<file path="src/rtl/reset_sequencer.sv">
// rtl/reset_sequencer.sv - board-level reset sequencer with staged release and cause recording
//
// Holds the system in reset until the PLL has been locked for LOCK_CYCLES,
// then releases rst_core, and STAGE_CYCLES later releases rst_periph.
// PLL lock loss or a user request re-enters reset, and reset_cause records why.
//
// Optional feature macro: RESET_WATCHDOG_EN (watchdog counter active in RUN).
//
// Ports:
//   clk          system clock
//   reset        asynchronous active-high power-on reset
//   pll_locked   PLL lock, asynchronous to clk (synchronized internally)
//   user_req     debounced reset key, high = pressed (synchronized internally)
//   wdt_kick     watchdog service strobe (used only with RESET_WATCHDOG_EN)
//   rst_core     active-high reset for CPU/bus
//   rst_periph   active-high reset for peripherals
//   reset_cause  00 power-on, 01 PLL loss, 10 user, 11 watchdog
module reset_sequencer #(
  parameter int LOCK_CYCLES     = 32,
  parameter int STAGE_CYCLES    = 16,
  parameter int MIN_USER_CYCLES = 1024,
  parameter int WDT_CYCLES      = 1048576,
  parameter int CNT_W           = 21
) (
  input  logic       clk,
  input  logic       reset,
  input  logic       pll_locked,
  input  logic       user_req,
  input  logic       wdt_kick,
  output logic       rst_core,
  output logic       rst_periph,
  output logic [1:0] reset_cause
);

  typedef enum logic [2:0] {
    S_HOLD  = 3'd0,
    S_COUNT = 3'd1,
    S_STAGE = 3'd2,
    S_RUN   = 3'd3,
    S_USER  = 3'd4
  } state_t;

  localparam logic [1:0] CAUSE_PLL  = 2'b01;
  localparam logic [1:0] CAUSE_USER = 2'b10;
  localparam logic [1:0] CAUSE_WDT  = 2'b11;

  localparam logic [CNT_W-1:0] LOCK_LAST  = CNT_W'(LOCK_CYCLES - 1);
  localparam logic [CNT_W-1:0] STAGE_LAST = CNT_W'(STAGE_CYCLES - 1);
  localparam logic [CNT_W-1:0] USER_LAST  = CNT_W'(MIN_USER_CYCLES - 1);

  // Two-flop synchronizers for the asynchronous inputs.
  logic pll_meta_q, pll_s_q;
  logic user_meta_q, user_s_q;

  always_ff @(posedge clk or posedge reset) begin
    if (reset) begin
      pll_meta_q  <= 1'b0;
      pll_s_q     <= 1'b0;
      user_meta_q <= 1'b0;
      user_s_q    <= 1'b0;
    end else begin
      pll_meta_q  <= pll_locked;
      pll_s_q     <= pll_meta_q;
      user_meta_q <= user_req;
      user_s_q    <= user_meta_q;
    end
  end

  state_t           state_q, state_d;
  logic [CNT_W-1:0] cnt_q, cnt_d;
  logic             core_q, core_d;
  logic             periph_q, periph_d;
  logic [1:0]       cause_q, cause_d;
  logic             wdt_expire;

`ifdef RESET_WATCHDOG_EN
  localparam logic [CNT_W-1:0] WDT_LAST = CNT_W'(WDT_CYCLES - 1);

  logic [CNT_W-1:0] wdt_q, wdt_d;

  // Held at zero outside RUN, so it is already clear on RUN entry.
  // A kick on the terminal cycle suppresses expiry.
  always_comb begin
    wdt_d = wdt_q + 1'b1;
    if (state_q != S_RUN || wdt_kick) begin
      wdt_d = '0;
    end
  end

  assign wdt_expire = (state_q == S_RUN) && (wdt_q == WDT_LAST) && !wdt_kick;

  always_ff @(posedge clk or posedge reset) begin
    if (reset) begin
      wdt_q <= '0;
    end else begin
      wdt_q <= wdt_d;
    end
  end
`else
  logic unused_wdt_kick;
  assign unused_wdt_kick = wdt_kick;
  assign wdt_expire      = 1'b0;
`endif

  always_ff @(posedge clk or posedge reset) begin
    if (reset) begin
      state_q  <= S_HOLD;
      cnt_q    <= '0;
      core_q   <= 1'b1;
      periph_q <= 1'b1;
      cause_q  <= 2'b00;
    end else begin
      state_q  <= state_d;
      cnt_q    <= cnt_d;
      core_q   <= core_d;
      periph_q <= periph_d;
      cause_q  <= cause_d;
    end
  end

  always_comb begin
    state_d  = state_q;
    cnt_d    = cnt_q + 1'b1;
    core_d   = core_q;
    periph_d = periph_q;
    cause_d  = cause_q;

    // Lock loss outranks everything except in HOLD, where we are already waiting.
    if (state_q != S_HOLD && !pll_s_q) begin
      state_d  = S_HOLD;
      cnt_d    = '0;
      core_d   = 1'b1;
      periph_d = 1'b1;
      cause_d  = CAUSE_PLL;
    end else begin
      case (state_q)
        S_HOLD: begin
          core_d   = 1'b1;
          periph_d = 1'b1;
          cnt_d    = '0;
          if (pll_s_q) begin
            state_d = S_COUNT;
          end
        end

        S_COUNT: begin
          if (cnt_q == LOCK_LAST) begin
            state_d = S_STAGE;
            cnt_d   = '0;
            core_d  = 1'b0;
          end
        end

        S_STAGE: begin
          if (user_s_q) begin
            state_d  = S_USER;
            cnt_d    = '0;
            core_d   = 1'b1;
            periph_d = 1'b1;
            cause_d  = CAUSE_USER;
          end else if (cnt_q == STAGE_LAST) begin
            state_d  = S_RUN;
            cnt_d    = '0;
            periph_d = 1'b0;
          end
        end

        S_RUN: begin
          cnt_d = '0;
          if (wdt_expire) begin
            // PLL is still locked, so the lock wait is simply repeated.
            state_d  = S_COUNT;
            core_d   = 1'b1;
            periph_d = 1'b1;
            cause_d  = CAUSE_WDT;
          end else if (user_s_q) begin
            state_d  = S_USER;
            core_d   = 1'b1;
            periph_d = 1'b1;
            cause_d  = CAUSE_USER;
          end
        end

        S_USER: begin
          // Counter saturates so a held key keeps us here indefinitely.
          if (cnt_q == USER_LAST) begin
            cnt_d = cnt_q;
            if (!user_s_q) begin
              state_d = S_COUNT;
              cnt_d   = '0;
            end
          end
        end

        default: begin
          state_d  = S_HOLD;
          cnt_d    = '0;
          core_d   = 1'b1;
          periph_d = 1'b1;
        end
      endcase
    end
  end

  assign rst_core    = core_q;
  assign rst_periph  = periph_q;
  assign reset_cause = cause_q;

endmodule

</file>
<file path="config.mk">
export PLATFORM = sky130hd
export DESIGN_NAME = reset_sequencer
export DESIGN_NICKNAME = d
export VERILOG_FILES = /design/src/rtl/reset_sequencer.sv
export SDC_FILE = /design/constraint.sdc
export NUM_CORES = 1
export LEC_CHECK = 0
export CAP_MARGIN = 15
export CORE_MARGIN = 2
export CORE_UTILIZATION = 55
export CTS_BUF_LIST = sky130_fd_sc_hd__clkbuf_4 sky130_fd_sc_hd__clkbuf_8 sky130_fd_sc_hd__clkbuf_16
export DETAILED_ROUTE_END_ITERATION = 10
export GPL_TIMING_DRIVEN = 0
export PLACE_DENSITY = 0.8
export SETUP_SLACK_MARGIN = 0.1
export SYNTH_ARGS = -nofsm -noshare
export SYNTH_HDL_FRONTEND = slang
export SYNTH_SLANG_ARGS = --single-unit
</file>
<file path="constraint.sdc">
create_clock -name clk -period 4.8 [get_ports clk]
set_clock_uncertainty 0.2 [all_clocks]
set_input_delay 0.48 -clock clk [delete_from_list [all_inputs] [get_ports clk]]
set_output_delay 0.48 -clock clk [all_outputs]
set_load 0.005 [all_outputs]
</file>
==> metrics.txt <==
Max IR drop VDD 0.219 mV; Chip Height 59.9 um; Routed Antenna Nets 0; grt ovf 0; Tmin final 2.45 ns; M1 GR Usage 0.283; Slew Limit Headroom 0.557; cells along the critical path or4_4 > nor3_2 > a21oi_1 > a211oi_4 > buf_8 > nor2_2; Mapped Area 0.00172 mm2; clock root cell clkbuf_4; Sw Ratio 0.255; worst r2r path cells 6; Antenna diodes 0; Post-Syn Instances 175; Post-synth EDFFs 0; max cap viols 0; kind of critical path reg2reg; status finished clean; slowest stage cell, crit path or4_4; CTS Buf Count 5; layout cells sized above 1 0.178; hold buffer count at CTS 0; vias in the first global route 1,230; I/O Buffers 7; Slowest Stage Delay on Critical Path 0.58 ns; Clock Latency Late Sink 0.34 ns; nets 196; leak pwr 0.000791 uW; largest fanout on the critical path 10; power share of the clock group 0.326; area leader, netlist dfrtp_1; met3 GRT Util 0.0498; top post-synthesis cells by area dfrtp_1 44%, xor2_1 6.1%, a21oi_1 4.7%; Rows 20; CTS tree yes; H-tree Lvls 2; GPL Wtd Cong 0.880; Slew Viols, Final 0; period utilization 0.509; Worst EP required 4.84 ns; pre-CTS setup slack 2.37 ns; Top FF cell, synth dfrtp_1; Tot GR Track Use 0.210; final setup TNS 0 ns; CTS max path bufs 2; drt first pass iters 4; asr flop ratio synth 1.00; final WL 3240 um; IO Pins 9; Initial DRC Count 74; Num Clock Sinks 32; syn_nets 181; PnR worst setup slack 2.35 ns; DR DRC count 0; RSZ-0062 raised after global routing no; synth warn 0; CORE AREA 0.00300 mm2; largest family of logic cells by synthesized area simple AND/OR/NAND/NOR gates; Hold WC Path Type reg2reg; number of gates resized after CTS 0; Die Wd 59.9 um; Via density 6.00; Internal 400 uW; initial core utilization 0.573; dpl hpwl 2260 um; Slew @ Worst Pin 0.664 ns; Power Density 278 mW/mm2; endpoint type of the worst setup path register; first-pass GRT wire length 5520 um; post-synthesis adder-cell area fraction 0.00727; GRT met2 Usage 0.309; post-synth top area share 0.436; initial antenna violation count 0; hold path cells 0; grt peak-use layer met2; area delta synth->final 11.9%; WL/cell 14.5 um; Worst setup SP type register; WP data arrival 2.49 ns; Top delay family on crit path simple AND/OR/NAND/NOR gates; average size of a mapped cell 9.83 um2; Gate power share 0.131; #FFs+latches synth 32; die area 0.00359 mm2; Final Hold Fails 0; fraction of synthesized area in multiplexers 0; Final setup viols 0; largest net degree at the start of global routing 33; Synth cell types 42; CTS clk-pin slew, worst paths 0.10 ns; NetSw 137 uW; CP Buf/Inv Count 1; compound-gate portion of the synthesized area 0.132; Reg power frac 0.542; post-CTS setup buffer count 0; Seq/Total Area, Yosys 0.467; Post-Synth Simple-Gate Area 0.268; routed vias 1,345; Post-Synth XOR/XNOR Area 0.0916; WP depth 6; FMAX 0.409 GHz
[worst paths after layout]
| path | start | endpoint | slack [ns] |
|---|---|---|---|
| hold reg to reg | user_meta_q | user_s_q | 0.16 |
| min in group asynchronous | reset | cnt_q[4] | 0.33 |
| max in group asynchronous | reset | rst_periph | 3.49 |
| setup reg to reg | cnt_q[6] | cnt_q[15] | 2.35 |
| hold / removal | user_meta_q | user_s_q | 0.16 |
| setup / recovery | cnt_q[6] | cnt_q[15] | 2.35 |
[cells in the final DEF (no fill, tap or decap), types with 3 or more instances in the layout]
master	Yosys	layout
nor3_1	3	3
nand4_1	5	5
and3_1	7	7
nand3_1	9	9
nand2b_1	4	4
dfrtp_1	30	30
xnor2_1	6	6
nand2_1	15	15
clkdlybuf4s50_1	0	7
xor2_1	12	12
clkbuf_4	0	7
inv_1	6	6
o31ai_1	3	3
o21ai_0	4	4
nor2_2	10	10
a21oi_1	16	16
nor2_1	8	8
[cells by family after synthesis]
kind of cell             count (synthesis)
AND/OR/NAND/NOR                         78
AO/OA/AOI/OAI                           35
buffers and inverters                   11
XOR/XNOR                                18
adder cells (fa/ha/maj)                  1
flip-flops                              32
[Yosys cell counts (2+ instances only)]
library cell and number:
o21a_1 2, nand4_1 5, a21boi_0 2, nand2b_1 4, clkbuf_1 2, nor3_1 3
nor2_2 10, inv_1 6, a31oi_1 2, xor2_1 12, a21oi_1 16, and4_1 2
a21oi_2 2, dfstp_2 2, nand2_1 15, nor4_1 2, and3_1 7, o31ai_1 3
xnor2_1 6, a32oi_1 2, nand3b_1 2, nor2_1 8, nand3_1 9, dfrtp_1 30
o21ai_0 4
[stage by stage]
step / power, uW / hold slack [ns] / instances / utilization / cell area, um2
2_1_floorplan: 339 / 0.131 / 175 / - / 1720
3_3_place_gp: 363 / 0.133 / 215 / 0.610 / 1830
3_5_place_dp: 365 / 0.141 / 215 / 0.610 / 1830
4_1_cts: 537 / 0.160 / 223 / 0.632 / 1900
5_1_grt: 562 / 0.167 / 224 / 0.641 / 1930
6_report: 536 / 0.156 / 224 / 0.641 / 1930
[power by group through the flow]
stage	Sequential (uW)	Combinational, uW	Clock (uW)
global placement	295	67.5	0
finish	291	70.5	175
CTS	291	68.6	177
detailed placement	296	68.4	0
floorplan	295	44.3	0
global route	292	77.9	191
[routing by layer]
layer | up-vias | share of wire | wire (um)
li1 | 650 | - | -
met1 | 656 | 0.47 | 1510
met2 | 30 | 0.47 | 1520
met3 | 9 | 0.038 | 124
met4 | 0 | 0.027 | 88
met5 | - | 0 | 0
[state kept, by name, summed over array words and instances (netlist names)]
signal and cells:
pll_meta_q 1, rst_core 1, state_q 3, reset_cause 2
user_s_q 1, user_meta_q 1, cnt_q 21, rst_periph 1
pll_s_q 1
[cell type report]
cell class,count,area [um2]
sequential,32,803
clock buffer,8,66.3
fill,241,1080
multi-input combinational,132,860
inverter,6,22.5
timing repair buffer,8,97.6
buffer,5,35.0
tap,33,41.3
(Power assumes the default switching activity.)
==> variant, RTL diff (same settings) <==
The option `RESET_WATCHDOG_EN` is turned on by a define.
--- a/src/rtl/reset_sequencer.sv
+++ b/src/rtl/reset_sequencer.sv
@@ -15,6 +15,8 @@
 //   rst_core     active-high reset for CPU/bus
 //   rst_periph   active-high reset for peripherals
 //   reset_cause  00 power-on, 01 PLL loss, 10 user, 11 watchdog
+`define RESET_WATCHDOG_EN
+
 module reset_sequencer #(
   parameter int LOCK_CYCLES     = 32,
   parameter int STAGE_CYCLES    = 16,
Formal check against the unedited RTL: no difference found for any inputs over 10 cycles, from zero or initial values and one cycle with reset high; that may be too few to reach the edited logic, so the function may still have changed.
==> variant against the unedited design <==
- combinational power grew to 3.5 times the old value
- count of clock-buffer cells in the layout is 3 lower
- sequential cell count is 21 higher
- die area is 54% higher
- synthesized cell count is 63% higher
- cell area is 57% higher
- wire length is 56% higher
- total power is 98% higher
- critical path depth stayed put
- clock power is 75% higher
- worst setup slack worse by 0.39 ns
- area after synthesis is 58% higher
- largest cell class is now flip-flops and latches
- highest routed layer unchanged
==> variant: results (changes against the unedited design) <==
Parameter                              Value

Finish
  Number of buffers other than clock buffers in the final layout ... 18 (+5)
  Multi-input gate area ... 0.00130 mm² (+51%)
  Non-clock inverters ... 14 (+8)
  Reg area ... 0.00133 mm² (+65%)
  Share of the core filled with cells in the final layout ... 63.5% (-0.60 points)
  Number of clock buffers in the layout ... 5 (-3)
  Count of multi-input combinational gates ... 209 (+58%)
  ClkCell Share ... 3.81% (+0.37 points)
  Final Non-Filler Cells ... 369 (+65%)
  Fillers ... 400 (+66%)
  Fraction of layout cells with a size suffix above 1 ... 7.62% (-10 points)

Global route
  Met1 track utilization from global routing ... 27.5% (-0.86 points)
  Met2 routing resource usage after global routing ... 31.7% (+0.85 points)
  First-pass GRT wire length ... 8.67 mm (+57%)

Synthesis
  Commonest cells in the synthesized netlist ... dfrtp_1, nor2_1, nand3_1, xor2_1, nand2_1
  Sequential cell area fraction in the yosys report ... 48.8% (+2.1 points)

Place
  Total half-perimeter wirelength after legalization and detailed placement ... 3.54 mm (+57%)
  Instance area at placement ... 0.00291 mm² (+59%)
  Pre-CTS setup slack ... 1.91 ns (-0.460 ns)

Clock tree
  CTS root buf ... clkbuf_8
  Worst-Skew Late Latency ... 0.31 ns (-0.03 ns)

Routing
  Post-DR vias/cell ... 5.79 (-3.6%)
  Drt total wl ... 5.06 mm (+56%)

Power and ir drop
  Areal power density over the cells ... 351 mW/mm² (+26%)
  Max VDD drop ... 158 µV (-28%)

STA
  Post-layout minimum cycle time ... 2.83 ns (+0.387 ns)

Setup path
  Largest stage delay on the critical path ... 0.63 ns (+0.05 ns)

Outcome
  Status ... finished clean
[variant: cell count changes after synthesis, moves of 8 or more]
cell and delta:
nand3_1 +11, xor2_1 +8, inv_1 +8, nor2_2 -10, nor2_1 +28, dfrtp_1 +21
[variant: worst reg2reg max path, delay by kind of cell, from the launching register on]
family	cells	cell delay [ns]
fa+ha+maj	1	0.22
flops	1	0.40
compound gates	1	0.37
mux	1	0.35
simple gates	3	1.20
[variant: how the worst min path moves through the flow]
stage | startpoint | to | slack (ns)
2_1_floorplan | pll_meta_q$_DFF_PP0_ | pll_s_q$_DFF_PP0_ | 0.13
3_3_place_gp | user_meta_q$_DFF_PP0_ | user_s_q$_DFF_PP0_ | 0.13
3_5_place_dp | user_meta_q$_DFF_PP0_ | user_s_q$_DFF_PP0_ | 0.15
4_1_cts | user_meta_q$_DFF_PP0_ | user_s_q$_DFF_PP0_ | 0.16
5_1_grt | user_meta_q$_DFF_PP0_ | user_s_q$_DFF_PP0_ | 0.17
6_report | user_meta_q$_DFF_PP0_ | user_s_q$_DFF_PP0_ | 0.15
[variant: logic make-up (layout without fill, tap and decap cells)]
kind of cell,count (synthesis),count (layout),synth area share (%)
flip-flops,53,53,48.8
XOR/XNOR,32,32,10.3
AO/OA/AOI/OAI,49,49,11.3
multiplexers,3,3,1.20
AND/OR/NAND/NOR,123,123,24.1
adder cells (fa/ha/maj),2,2,0.919
buffers and inverters,23,40,3.36
[variant: layer usage]
metal	part of all wire, %	vias to the layer above
met5	0	-
met4	1.8	0
met3	4.2	9
met2	47	67
met1	47	1009
li1	-	1050
